===== src/rtl/input_event_arbiter.sv =====
// rtl/input_event_arbiter.sv - per-channel input debouncer with round-robin event serializer
module input_event_arbiter #(
    parameter int NUM_CH          = 4,
    parameter int DEBOUNCE_CYCLES = 1000,
    parameter int CH_W            = $clog2(NUM_CH),
    parameter int CNT_W           = $clog2(DEBOUNCE_CYCLES + 1)
) (
    input  logic              clk,
    input  logic              rst_n,
    input  logic [NUM_CH-1:0] sync_in,
    output logic [NUM_CH-1:0] db_state,
    output logic              evt_valid,
    input  logic              evt_ready,
    output logic [CH_W-1:0]   evt_ch,
    output logic              evt_level,
    output logic [NUM_CH-1:0] evt_overflow,
    input  logic              ovf_clr
);

    localparam logic [CNT_W-1:0] CNT_LAST = CNT_W'(DEBOUNCE_CYCLES - 1);

    logic [CNT_W-1:0]  cnt_q [NUM_CH];
    logic [CNT_W-1:0]  cnt_d [NUM_CH];
    logic [NUM_CH-1:0] db_state_q, db_state_d;
    logic [NUM_CH-1:0] pending_q, pending_d;
    logic [NUM_CH-1:0] evt_overflow_q, evt_overflow_d;
    logic [CH_W-1:0]   last_grant_q, last_grant_d;
    logic              evt_valid_q, evt_valid_d;
    logic [CH_W-1:0]   evt_ch_q, evt_ch_d;
    logic              evt_level_q, evt_level_d;

    logic [NUM_CH-1:0] accept;
    logic              load;
    logic              found;
    logic [CH_W-1:0]   sel;
    logic [CH_W-1:0]   idx;
    int                idx_int;

    // Debounce: count consecutive cycles of disagreement, accept a new level after DEBOUNCE_CYCLES
    always_comb begin
        accept     = '0;
        db_state_d = db_state_q;
        for (int i = 0; i < NUM_CH; i++) begin
            cnt_d[i] = '0;
            if (sync_in[i] != db_state_q[i]) begin
                if (cnt_q[i] == CNT_LAST) begin
                    accept[i]     = 1'b1;
                    db_state_d[i] = ~db_state_q[i];
                end else begin
                    cnt_d[i] = cnt_q[i] + CNT_W'(1);
                end
            end
        end
    end

    // Round-robin search starting just after the last granted channel
    always_comb begin
        found   = 1'b0;
        sel     = '0;
        idx     = '0;
        idx_int = 0;
        for (int k = 1; k <= NUM_CH; k++) begin
            idx_int = (int'(last_grant_q) + k) % NUM_CH;
            idx     = CH_W'(idx_int);
            if (!found && pending_q[idx]) begin
                found = 1'b1;
                sel   = idx;
            end
        end
    end

    // Output register load, pending bookkeeping and sticky overflow flags
    always_comb begin
        load           = !evt_valid_q || evt_ready;
        evt_valid_d    = evt_valid_q;
        evt_ch_d       = evt_ch_q;
        evt_level_d    = evt_level_q;
        last_grant_d   = last_grant_q;
        pending_d      = pending_q;
        evt_overflow_d = ovf_clr ? '0 : evt_overflow_q;
        if (load) begin
            evt_valid_d = found;
            if (found) begin
                evt_ch_d       = sel;
                evt_level_d    = db_state_q[sel];
                last_grant_d   = sel;
                pending_d[sel] = 1'b0;
            end
        end
        // A newly accepted level always leaves the channel pending, even if it was just granted
        pending_d      = pending_d | accept;
        evt_overflow_d = evt_overflow_d | (accept & pending_q);
    end

    // State registers
    always_ff @(posedge clk or negedge rst_n) begin
        if (!rst_n) begin
            for (int i = 0; i < NUM_CH; i++) cnt_q[i] <= '0;
            db_state_q     <= '0;
            pending_q      <= '0;
            evt_overflow_q <= '0;
            last_grant_q   <= CH_W'(NUM_CH - 1);
            evt_valid_q    <= 1'b0;
            evt_ch_q       <= '0;
            evt_level_q    <= 1'b0;
        end else begin
            for (int i = 0; i < NUM_CH; i++) cnt_q[i] <= cnt_d[i];
            db_state_q     <= db_state_d;
            pending_q      <= pending_d;
            evt_overflow_q <= evt_overflow_d;
            last_grant_q   <= last_grant_d;
            evt_valid_q    <= evt_valid_d;
            evt_ch_q       <= evt_ch_d;
            evt_level_q    <= evt_level_d;
        end
    end

    assign db_state     = db_state_q;
    assign evt_valid    = evt_valid_q;
    assign evt_ch       = evt_ch_q;
    assign evt_level    = evt_level_q;
    assign evt_overflow = evt_overflow_q;

endmodule


===== config.mk =====
export PLATFORM = sky130hd
export DESIGN_NAME = input_event_arbiter
export DESIGN_NICKNAME = d
export VERILOG_FILES = /design/src/rtl/input_event_arbiter.sv
export SDC_FILE = /design/constraint.sdc
export NUM_CORES = 1
export LEC_CHECK = 0
export BUFFER_PORTS_ARGS = -buffer_cell sky130_fd_sc_hd__buf_2
export CORE_MARGIN = 10
export CORE_UTILIZATION = 27
export DETAILED_ROUTE_END_ITERATION = 16
export GPL_ROUTABILITY_DRIVEN = 0
export HOLD_SLACK_MARGIN = 0.06
export PLACE_DENSITY = 0.5
export SLEW_MARGIN = 25
export SYNTH_ARGS = -nofsm -noshare
export SYNTH_HDL_FRONTEND = slang
export SYNTH_SLANG_ARGS = --single-unit

===== constraint.sdc =====
create_clock -name clk -period 2.1 [get_ports clk]
set_input_delay 0.21 -clock clk [delete_from_list [all_inputs] [get_ports clk]]
set_output_delay 0.21 -clock clk [all_outputs]
set_load 0.005 [all_outputs]

==> Flow_metrics.wiki <==
{| class="wikitable"
! Metric !! Value
|-
| Clock tree from TritonCTS || yes
|-
| Net load switching power || 0.849 mW
|-
| Share of final-layout standard cells stronger than drive strength 1 || ~16%
|-
| Run status || finished, final reports clean
|-
| CP required || 2.32 ns
|-
| First-pass GRT wire length || 9.26 mm
|-
| Total Power || 2.84 mW
|-
| Total Neg Setup Slack || 0 ns
|-
| Starting density of the core || 27.5%
|-
| EDFF count, synth || 0
|-
| Dominant combinational cell family by area after synthesis || simple AND/OR/NAND/NOR gates
|-
| Predominant post-synthesis flop cell || dfrtp_1
|-
| Seq. cell area || roughly 0.0015 mm^2
|-
| Number of levels in the clock H-tree || 3
|-
| Internal Power || slightly below 2 mW
|-
| Number of buffers on the longest clock path || 2
|-
| I/O pin cnt || 20
|-
| Fillcell total || 1036
|-
| Final number of setup-violating endpoints || 0
|-
| Reg-to-reg setup timing slack || 0.32 ns
|-
| Worst EP arrival || 2.00 ns
|-
| Clk sink count || 58
|-
| Clock-pin slew on the worst setup and hold paths || 0.06 ns
|-
| Die H || 120 um
|-
| Post-detailed-route count of antenna-violating nets || 0
|-
| Shortest period the worst path allows || between 1.5 and 2 ns
|-
| Worst hold-check path type || in2reg
|-
| Number of distinct library cells after synthesis || 39
|-
| Nets in the synthesized netlist || 270
|-
| Top fanout value on the critical path || 7
|-
| Relative slew margins || 57.6%
|-
| Number of diodes || 0
|-
| Antenna violations before repair || 0
|-
| Lkg Pwr || 1.42 nW
|-
| Routed Wire Length || 5.22 mm
|-
| Worst IR Drop VDD || roughly 0.00039 V
|-
| Number of gates resized after cts || 0
|-
| Portion of the post-synthesis area used by sequential elements || 54.3%
|-
| Share of flip-flops with an asynchronous set or reset after synthesis || between 90% and 100%
|-
| Fraction of power spent switching nets || 29.9%
|-
| Post-CTS Setup Inserts || 0
|-
| Kind of capture point of the worst setup path || flop
|-
| Synthesized flop and latch total || 58
|-
| Final HPWL DP || 3.64 mm
|-
| Post-synth design cell area || 0.00268 mm^2
|-
| Avg Cell Area, Syn || 10.4 um^2
|-
| Worst Max-Slew Pin Slew || 0.637 ns
|-
| Routed length per instance || 12.2 um
|-
| Relative contribution of sequential cells to total power || 48.3%
|-
| Number of global-route vias before repair || roughly 1900
|-
| Area fraction in compound gates after synthesis || 6.97%
|-
| Final Hold Violating Endpoints || 0
|-
| First-pass iteration count of the detailed router || 4
|-
| WHS || 0.103 ns
|-
| Library cell used as clock root buffer || clkbuf_8
|-
| Gate count of the mapped netlist || ~260
|-
| Initial DRC Count || 46
|-
| RSZ-0062 raised after global routing || false
|-
| Area of the multi-input gates || 0.00117 mm^2
|-
| Share of synthesized cell area in and, or, nand and nor gates || 21.4%
|-
| Global-route usage over all layers || 7.86%
|-
| Power density over the cells || 903 mW/mm^2
|-
| Setup skew after layout || 0.00917 ns
|-
| Final Cycle Share || between 80% and 90%
|-
| Area of the die || 0.0143 mm^2
|-
| Layout net count || 302
|-
| Width of the chip || 120 um
|-
| Via Count || between 1500 and 2000
|-
| Remaining design rule violation count || 0
|-
| Synthesis-to-layout area growth || 17.4%
|-
| Overflow left after global routing || 0
|-
| Mux share of post-synthesis cell area || 2.48%
|-
| Part of the power in combinational logic || 19.7%
|-
| Number of port buffers || 19
|-
| Yosys warnings || 0
|-
| Clock share of power || 32.0%
|-
| Arithmetic-cell share of the synthesized area counting full adders, half adders and majority gates || 1.87%
|-
| Fraction of synthesized cell area in xor and xnor cells || 11.1%
|-
| Number of slew-limit violations in the final report || 0
|-
| Routed vias/inst || around 4.4
|-
| Sort of element at the start of the critical path || flop
|-
| Worst Path Class, Setup || reg2reg
|-
| Clock insertion delay at the later pin of the skew report || approximately 0.34 ns
|-
| Largest net degree at the start of global routing || 59
|-
| Highest clock frequency the design can meet || around 0.56 GHz
|-
| Cell row count || 36
|-
| Count of max-cap constraint violations || 0
|-
| Number of buffers added by the clock tree synthesis step || 9
|-
| Std-Cell Core Area || a little under 0.01 mm^2
|}
## sequential cells by signal, indices dropped and copies added, names as in the netlist
register      flops
evt_valid         1
evt_overflow      4
cnt_q            40
evt_ch            2
evt_level         1
last_grant_q      2
db_state          4
pending_q         4
## cell families (layout without fill, tap and decap cells)
group / after synthesis / after routing
AO/OA/AOI/OAI: 27 / 27
XOR/XNOR: 34 / 34
adder cells (fa/ha/maj): 4 / 4
buffers and inverters: 13 / 49
flip-flops: 58 / 58
multiplexers: 6 / 6
AND/OR/NAND/NOR: 116 / 116
## power groups by stage
stage | Sequential [mW] | Combinational (mW) | Clock, mW
4_1_cts | 1.37 | 0.571 | 0.937
2_1_floorplan | 1.36 | 0.396 | 0
5_1_grt | 1.39 | 0.634 | 0.993
3_5_place_dp | 1.39 | 0.565 | 0
3_3_place_gp | 1.39 | 0.561 | 0
6_report | 1.37 | 0.559 | 0.908
## per-layer routing
layer,GRT usage [%],wire (um),up-vias,part of all wire [%]
met2,11.9,2360,27,45
met3,2.95,184,9,3.5
li1,-,-,940,-
met5,0,0,-,0
met1,9.97,2590,890,50
met4,2.94,79,0,1.5
## synthesized netlist by cell type, types with 2 or more instances
library cell   n  area (um^2)
nor3b_1        2         15.0
nand2b_1       4         25.0
mux2_2         4         45.0
nor2_1        42          158
ha_1           4         50.1
and4_1         2         17.5
nand3b_1       4         30.0
and3_1        11         68.8
nor3_1         2         10.0
xnor2_1       22          193
inv_1         12         45.0
nand4_1        8         50.1
a21oi_1        5         25.0
nand3_1       11         55.1
a21o_1         3         22.5
and2_1         4         25.0
xor2_1        12          105
nand2_1       19         71.3
dfstp_2        2         52.6
or3_1          2         12.5
nor2b_1        2         12.5
o21ai_0        8         40.0
dfrtp_1       56         1400
o21a_1         2         15.0
## cell type report
cell class / count / area share (%)
multi-input cells: 187 / 37.4
clock buffers: 12 / 4.94
repair buffers: 22 / 4.22
well taps: 133 / 5.30
flip-flops and latches: 58 / 46.3
inverters: 12 / 1.43
clock inverters: 3 / 0.478
## stage by stage
stage	utilization, %	setup slack [ns]	instances	instance area (um^2)
floorplan	-	0.421	258	2680
global placement	30.4	0.361	411	2960
detailed placement	30.4	0.316	411	2960
CTS	32.3	0.311	427	3140
global route	32.3	0.218	427	3140
finish	32.3	0.317	427	3140
## critical path, stage by stage, from the launching register on
cell	delay, ns
dfstp_2	0.56
mux2i_1	0.21
o22ai_2	0.11
nor2_2	0.23
mux2_1	0.35
o221a_1	0.21
## repair_timing
action                                  4_1_cts  5_1_grt
endpoints found under the hold margin        56        0
hold buffers                                  1        0
endpoints found under the setup margin        0        0
## layout by cell type, fill, tap and decap left out, drive strengths merged, types with 3 or more instances in the layout
cell type  Yosys  final
dfrtp         56     56
nor2          43     43
xnor2         22     22
buf            0     21
nand2         19     19
inv           12     12
xor2          12     12
clkbuf         1     12
nand3         11     11
and3          11     11
o21ai          9      9
nand4          8      8
a21oi          6      6
mux2           5      5
and2           4      4
nand2b         4      4
nand3b         4      4
ha             4      4
a21o           4      4
clkinv         0      3
nor3           3      3
o21a           3      3
## path summary, 6_finish.rpt
path,start,endpoint,depth (start not counted)
max,last_grant_q[1]$_DFFE_PN1P_,evt_level$_DFFE_PN0P_,5
max reg2reg,last_grant_q[1]$_DFFE_PN1P_,evt_level$_DFFE_PN0P_,5
min,ovf_clr,evt_overflow[2]$_DFF_PN0_,2
max in group asynchronous,rst_n,last_grant_q[1]$_DFFE_PN1P_,3
min reg2reg,cnt_q[20]$_DFF_PN0_,cnt_q[20]$_DFF_PN0_,1
min in group asynchronous,rst_n,cnt_q[38]$_DFF_PN0_,3
Note: power is estimated with default switching activity, not from simulation.
